[src/rtl/mips_pkg.sv]
// Shared encodings for the MIPS control path: FSM states, opcodes,
// funct codes, ALU control values and the per-state control word.
package mips_pkg;

   typedef enum logic [3:0] {
      S_FETCH   = 4'd0,
      S_DECODE  = 4'd1,
      S_MEMADR  = 4'd2,
      S_MEMRD   = 4'd3,
      S_MEMWB   = 4'd4,
      S_MEMWR   = 4'd5,
      S_EXECUTE = 4'd6,
      S_ALUWB   = 4'd7,
      S_BRANCH  = 4'd8,
      S_ADDIEX  = 4'd9,
      S_ADDIWB  = 4'd10,
      S_JUMP    = 4'd11
   } state_t;

   typedef enum logic [1:0] {
      ALUOP_ADD   = 2'b00,
      ALUOP_SUB   = 2'b01,
      ALUOP_FUNCT = 2'b10,
      ALUOP_RSVD  = 2'b11
   } aluop_t;

   localparam logic [5:0] OP_RTYPE = 6'b000000;
   localparam logic [5:0] OP_LW    = 6'b100011;
   localparam logic [5:0] OP_SW    = 6'b101011;
   localparam logic [5:0] OP_BEQ   = 6'b000100;
   localparam logic [5:0] OP_ADDI  = 6'b001000;
   localparam logic [5:0] OP_J     = 6'b000010;

   localparam logic [5:0] F_ADD = 6'b100000;
   localparam logic [5:0] F_SUB = 6'b100010;
   localparam logic [5:0] F_AND = 6'b100100;
   localparam logic [5:0] F_OR  = 6'b100101;
   localparam logic [5:0] F_SLT = 6'b101010;

   localparam logic [2:0] ALU_AND = 3'b000;
   localparam logic [2:0] ALU_OR  = 3'b001;
   localparam logic [2:0] ALU_ADD = 3'b010;
   localparam logic [2:0] ALU_SUB = 3'b110;
   localparam logic [2:0] ALU_SLT = 3'b111;

   typedef struct packed {
      logic       iord;
      logic       mem_write;
      logic       ir_write;
      logic       pc_write;
      logic       branch;
      logic       reg_write;
      logic       reg_dst;
      logic       mem_to_reg;
      logic       alu_src_a;
      logic [1:0] alu_src_b;
      logic [1:0] pc_src;
      aluop_t     aluop;
      logic       done;
   } ctrl_t;

   // Moore control word for each state; unlisted encodings give all zeros.
   function automatic ctrl_t state_ctrl(input state_t s);
      ctrl_t c;
      c = '0;
      case (s)
         S_FETCH:   begin c.alu_src_b = 2'b01; c.ir_write = 1'b1; c.pc_write = 1'b1; end
         S_DECODE:  c.alu_src_b = 2'b11;
         S_MEMADR:  begin c.alu_src_a = 1'b1; c.alu_src_b = 2'b10; end
         S_MEMRD:   c.iord = 1'b1;
         S_MEMWB:   begin c.mem_to_reg = 1'b1; c.reg_write = 1'b1; c.done = 1'b1; end
         S_MEMWR:   begin c.iord = 1'b1; c.mem_write = 1'b1; c.done = 1'b1; end
         S_EXECUTE: begin c.alu_src_a = 1'b1; c.aluop = ALUOP_FUNCT; end
         S_ALUWB:   begin c.reg_dst = 1'b1; c.reg_write = 1'b1; c.done = 1'b1; end
         S_BRANCH:  begin
            c.alu_src_a = 1'b1; c.aluop = ALUOP_SUB; c.pc_src = 2'b01;
            c.branch = 1'b1; c.done = 1'b1;
         end
         S_ADDIEX:  begin c.alu_src_a = 1'b1; c.alu_src_b = 2'b10; end
         S_ADDIWB:  begin c.reg_write = 1'b1; c.done = 1'b1; end
         S_JUMP:    begin c.pc_src = 2'b10; c.pc_write = 1'b1; c.done = 1'b1; end
         default:   c = '0;
      endcase
      return c;
   endfunction

endpackage

[src/rtl/mips_mc_controller_aludec.sv]
// Combinational ALU decoder shared by the single- and multi-cycle controllers.
module aludec
   import mips_pkg::*;
(
   input  logic [5:0] funct_i6,
   input  aluop_t     aluop_i2,
   output logic [2:0] alu_control_o3
);

   // Map aluop (and funct for R-type) onto the ALU operation code.
   always_comb begin
      alu_control_o3 = ALU_ADD;
      case (aluop_i2)
         ALUOP_SUB: alu_control_o3 = ALU_SUB;
         ALUOP_FUNCT: begin
            case (funct_i6)
               F_ADD:   alu_control_o3 = ALU_ADD;
               F_SUB:   alu_control_o3 = ALU_SUB;
               F_AND:   alu_control_o3 = ALU_AND;
               F_OR:    alu_control_o3 = ALU_OR;
               F_SLT:   alu_control_o3 = ALU_SLT;
               default: alu_control_o3 = ALU_ADD;
            endcase
         end
         default: alu_control_o3 = ALU_ADD;
      endcase
   end

endmodule

[src/rtl/mips_mc_controller.sv]
// Multicycle MIPS control unit: Moore FSM sequencing fetch/decode/execute
// plus the shared ALU decoder.
module mips_mc_controller
   import mips_pkg::*;
(
   input  logic       clk_i,
   input  logic       reset_ni,
   input  logic [5:0] opcode_i6,
   input  logic [5:0] funct_i6,
   input  logic       zero_i,
   output logic       iord_o,
   output logic       mem_write_o,
   output logic       ir_write_o,
   output logic       pc_en_o,
   output logic       reg_write_o,
   output logic       reg_dst_o,
   output logic       mem_to_reg_o,
   output logic       alu_src_a_o,
   output logic [1:0] alu_src_b_o2,
   output logic [1:0] pc_src_o2,
   output logic [2:0] alu_control_o3,
   output logic       instr_done_o,
   output logic       illegal_o,
   output logic [3:0] state_o4
);

   state_t state, next_state;
   ctrl_t  ctrl;
   logic   op_legal;

   // Opcodes the decoder knows how to sequence.
   always_comb begin
      op_legal = 1'b0;
      case (opcode_i6)
         OP_RTYPE, OP_LW, OP_SW, OP_BEQ, OP_ADDI, OP_J: op_legal = 1'b1;
         default: op_legal = 1'b0;
      endcase
   end

   // Next-state selection; anything unexpected falls back to FETCH.
   always_comb begin
      next_state = S_FETCH;
      case (state)
         S_FETCH:  next_state = S_DECODE;
         S_DECODE: begin
            case (opcode_i6)
               OP_LW, OP_SW: next_state = S_MEMADR;
               OP_RTYPE:     next_state = S_EXECUTE;
               OP_BEQ:       next_state = S_BRANCH;
               OP_ADDI:      next_state = S_ADDIEX;
               OP_J:         next_state = S_JUMP;
               default:      next_state = S_FETCH;
            endcase
         end
         S_MEMADR:  next_state = (opcode_i6 == OP_LW) ? S_MEMRD : S_MEMWR;
         S_MEMRD:   next_state = S_MEMWB;
         S_EXECUTE: next_state = S_ALUWB;
         S_ADDIEX:  next_state = S_ADDIWB;
         default:   next_state = S_FETCH;
      endcase
   end

   // State register; the control word is registered alongside the state
   // from the same next-state value, so it always matches state_o4.
   always_ff @(posedge clk_i or negedge reset_ni) begin
      if (!reset_ni) begin
         state <= S_FETCH;
         ctrl  <= state_ctrl(S_FETCH);
      end else begin
         state <= next_state;
         ctrl  <= state_ctrl(next_state);
      end
   end

   aludec u_aludec (
      .funct_i6       (funct_i6),
      .aluop_i2       (ctrl.aluop),
      .alu_control_o3 (alu_control_o3)
   );

   assign iord_o       = ctrl.iord;
   assign mem_write_o  = ctrl.mem_write;
   assign ir_write_o   = ctrl.ir_write;
   assign pc_en_o      = ctrl.pc_write | (ctrl.branch & zero_i);
   assign reg_write_o  = ctrl.reg_write;
   assign reg_dst_o    = ctrl.reg_dst;
   assign mem_to_reg_o = ctrl.mem_to_reg;
   assign alu_src_a_o  = ctrl.alu_src_a;
   assign alu_src_b_o2 = ctrl.alu_src_b;
   assign pc_src_o2    = ctrl.pc_src;
   assign instr_done_o = ctrl.done;
   assign illegal_o    = (state == S_DECODE) & ~op_legal;
   assign state_o4     = state;

endmodule

[config.mk]
export PLATFORM = sky130hd
export DESIGN_NAME = mips_mc_controller
export DESIGN_NICKNAME = d
export VERILOG_FILES = /design/src/rtl/mips_pkg.sv /design/src/rtl/mips_mc_controller_aludec.sv /design/src/rtl/mips_mc_controller.sv
export SDC_FILE = /design/constraint.sdc
export NUM_CORES = 1
export LEC_CHECK = 0
export CAP_MARGIN = 0
export CORE_MARGIN = 4
export CORE_UTILIZATION = 44
export DETAILED_ROUTE_END_ITERATION = 10
export GPL_TIMING_DRIVEN = 0
export PLACE_DENSITY = 0.78
export SLEW_MARGIN = 20
export SYNTH_ARGS = -nofsm -noshare
export SYNTH_HDL_FRONTEND = slang
export SYNTH_SLANG_ARGS = --single-unit
[constraint.sdc]
create_clock -name clk_i -period 1.8 [get_ports clk_i]
set_clock_uncertainty 0.2 [all_clocks]
set_input_delay 0.18 -clock clk_i [delete_from_list [all_inputs] [get_ports clk_i]]
set_output_delay 0.18 -clock clk_i [all_outputs]
set_load 0.02 [all_outputs]
==> results.json <==
{
  "synth_top_flop_cell": "dfrtp_1",
  "drv_cap": 0,
  "max-vdd-ir-drop_v": 0.000599,
  "crit_fanout": 4,
  "hold_path.startpoint": "opcode_i6[1]",
  "gr-total-overflow": 0,
  "fin_util": 0.755,
  "regArea_um2": 455,
  "antenna_found_initial": 0,
  "status": "finished, violations left",
  "power_mw": 1.68,
  "crit_type": "register to output pin",
  "dpl.hpwl_um": 1800,
  "max_freq_mhz": 526,
  "synth-seq-cells": 18,
  "cts-htree-levels": 1,
  "yosys_warnings": 0,
  "hold_ws_ns": 0.0753,
  "min_to": "ctrl[2]",
  "cts_buffers": 3,
  "slowest_delay_ns": 0.41,
  "start_util": 0.468,
  "die_h_um": 56.8,
  "r2r-start": "state_o4[1]",
  "setup_viol": 6,
  "rrSetupSlack_ns": -0.06,
  "place_congestion": 0.853,
  "drc": 0,
  "holdBufCountCts": 0,
  "p_leak_nw": 0.772,
  "yosysMostFrequentCell": "dfrtp_1",
  "ys_seq_area_frac": 0.434,
  "viasPerCell": 5.39,
  "required_ns": 1.42,
  "ys_top_cells_by_area": "dfrtp_1 (36%), dfstp_2 (7.5%), buf_4 (4.3%)",
  "rsz0062_at_grt": "true",
  "tightest_slew_ns": 0.766,
  "layout_setup_ws_ns": -0.102,
  "crit_arrival_ns": 1.52,
  "fin_crit_sh": 1.06,
  "syn_nets": 124,
  "maxSlewHeadroom": 0.488,
  "yosys-top-cells-count": "dfrtp_1 (15), nor2_1 (11), inv_1 (9)",
  "rows": 17,
  "ant_nets": 0,
  "grt_max_degree": 19,
  "synth_edf_count": 0,
  "grt.total_usage": 0.164,
  "firstDrtPassIters": 6,
  "num_antenna_cells": 0,
  "clock_path_buffers": 2,
  "synth_top_area_frac": 0.359,
  "multiInputGateArea_um2": 607,
  "num_vias": 1003,
  "reg2reg_depth": 5,
  "crit_path_end_kind": "output pin",
  "portBuffers": 32,
  "hp-class": "input pin to register",
  "cellPowerDensity_mw_per_mm2": 997,
  "clk_latency_ns": 0.30,
  "final_net_count": 176,
  "die-width_um": 56.8,
  "root_buffer": "clkbuf_4",
  "period_minus_slack_ns": 1.90,
  "finalWirelength_um": 2860,
  "area_delta_synth_final_pct": 61.1,
  "synth.distinct_cells": 37,
  "hold_viol": 0,
  "rr_endpoint": "alu_src_a_o",
  "fillers": 157,
  "core_mm2": 0.00223,
  "cts.sinks": 18,
  "crit_slowest_cell": "dfrtp_1",
  "crit_chain": "clkbuf_8 -> nand2b_4 -> nor3_4 -> and3_4 -> buf_6",
  "cts_tree": "built",
  "async_reset_ff_frac": 1.00,
  "drive_gt1_frac": 0.392,
  "syn_avg_cell_area_um2": 9.78,
  "synthCells": 107,
  "clkSlewWorstSetupHoldPaths_ns": 0.10,
  "slew_viol_final": 0,
  "first_iter_violations": 28,
  "yosys.area.top_type": "dfrtp_1",
  "worstSetupStartpointType": "register",
  "routedWlPerCell_um": 15.4,
  "syn_area_mm2": 0.00105,
  "grt_pass1_wl_um": 4200,
  "grt_pass1_vias": 950,
  "violations": "negative setup slack",
  "tns_ns": -0.251,
  "hold_depth": 4,
  "ios": 36,
  "fp.dieArea_mm2": 0.00322
}
==> routing by layer <==
| metal | GRT usage | up-vias | routed length [µm] |
|---|---|---|---|
| li1 | - | 472 | - |
| met1 | 0.196 | 473 | 1150 |
| met2 | 0.277 | 49 | 1460 |
| met3 | 0.0207 | 9 | 160 |
| met4 | 0.0993 | 0 | 83 |
| met5 | 0 | - | 0 |
==> worst max-delay path by stage <==
stage           startpoint           endpoint  cells past startpoint
5_1_grt        state_o4[2]          illegal_o                      5
6_report       state_o4[2]          illegal_o                      5
3_5_place_dp   funct_i6[4]  alu_control_o3[0]                      5
4_1_cts        state_o4[2]          illegal_o                      5
2_1_floorplan  state_o4[2]    alu_src_b_o2[1]                      6
3_3_place_gp   state_o4[2]          illegal_o                      5
==> placed cells by master (no fill, tap or decap), types with 2 or more instances in the layout <==
cell type / n
a21oi_1: 4
and3_4: 2
buf_2: 2
buf_4: 23
buf_6: 4
clkbuf_4: 3
clkbuf_8: 2
clkdlybuf4s50_1: 20
dfrtp_1: 14
dfstp_2: 3
dlygate4sd2_1: 3
dlymetal6s2s_1: 4
inv_1: 8
nand2_1: 6
nand2b_4: 2
nand3_1: 2
nor2_1: 10
nor3_1: 4
nor3_2: 2
nor3b_1: 2
nor4_1: 2
o21ai_0: 2
o21ai_1: 4
o41ai_4: 2
xnor2_1: 2
==> critical path, delay by kind of cell, from the launching register on <==
| family | cells | cell delay, ns |
|---|---|---|
| flip-flops | 1 | 0.41 |
| AND/OR/NAND/NOR | 3 | 0.55 |
| buffers and inverters | 2 | 0.26 |
==> sequential cells by signal, summed over array words and instances (netlist names) <==
register      count
mem_to_reg_o      1
alu_src_b_o2      2
reg_dst_o         1
mem_write_o       1
reg_write_o       1
ir_write_o        1
iord_o            1
alu_src_a_o       1
pc_src_o2         1
ctrl              3
state_o4          4
instr_done_o      1
==> logic make-up after synthesis <==
family,after synthesis,share of synthesized area
buffers and inverters,19,0.0933
flip-flops,18,0.434
AO/OA/AOI/OAI,21,0.188
XOR/XNOR,2,0.0167
AND/OR/NAND/NOR,45,0.244
adder cells (fa/ha/maj),2,0.0239
==> power by group <==
group | internal [mW] | switching, mW | leakage [nW]
Combinational | 0.447 | 0.453 | 0.517
Sequential | 0.497 | 0.0307 | 0.234
Clock | 0.124 | 0.130 | 0.0210
==> stage by stage <==
| step | cells | area [µm²] | setup slack, ns |
|---|---|---|---|
| 5_1_grt | 186 | 1690 | -0.141 |
| 6_report | 186 | 1690 | -0.102 |
| 3_3_place_gp | 167 | 1400 | -0.509 |
| 2_1_floorplan | 107 | 1050 | 0.0341 |
| 3_5_place_dp | 167 | 1400 | -0.534 |
| 4_1_cts | 174 | 1520 | -0.132 |
==> layout make-up <==
class                           count  area share
Multi-Input combinational cell     70       0.360
Tap cell                           28      0.0208
Sequential cell                    18       0.270
Clock buffer                        4      0.0215
Inverter                            9      0.0200
Buffer                             10      0.0475
Timing Repair Buffer               47       0.260
==> what timing repair did <==
item	4_1_cts	5_1_grt
resized for setup	41	23
setup buffers	3	12
endpoints found under the setup margin	16	14
pin swaps	5	13
Note: power is estimated with default switching activity, not from simulation.
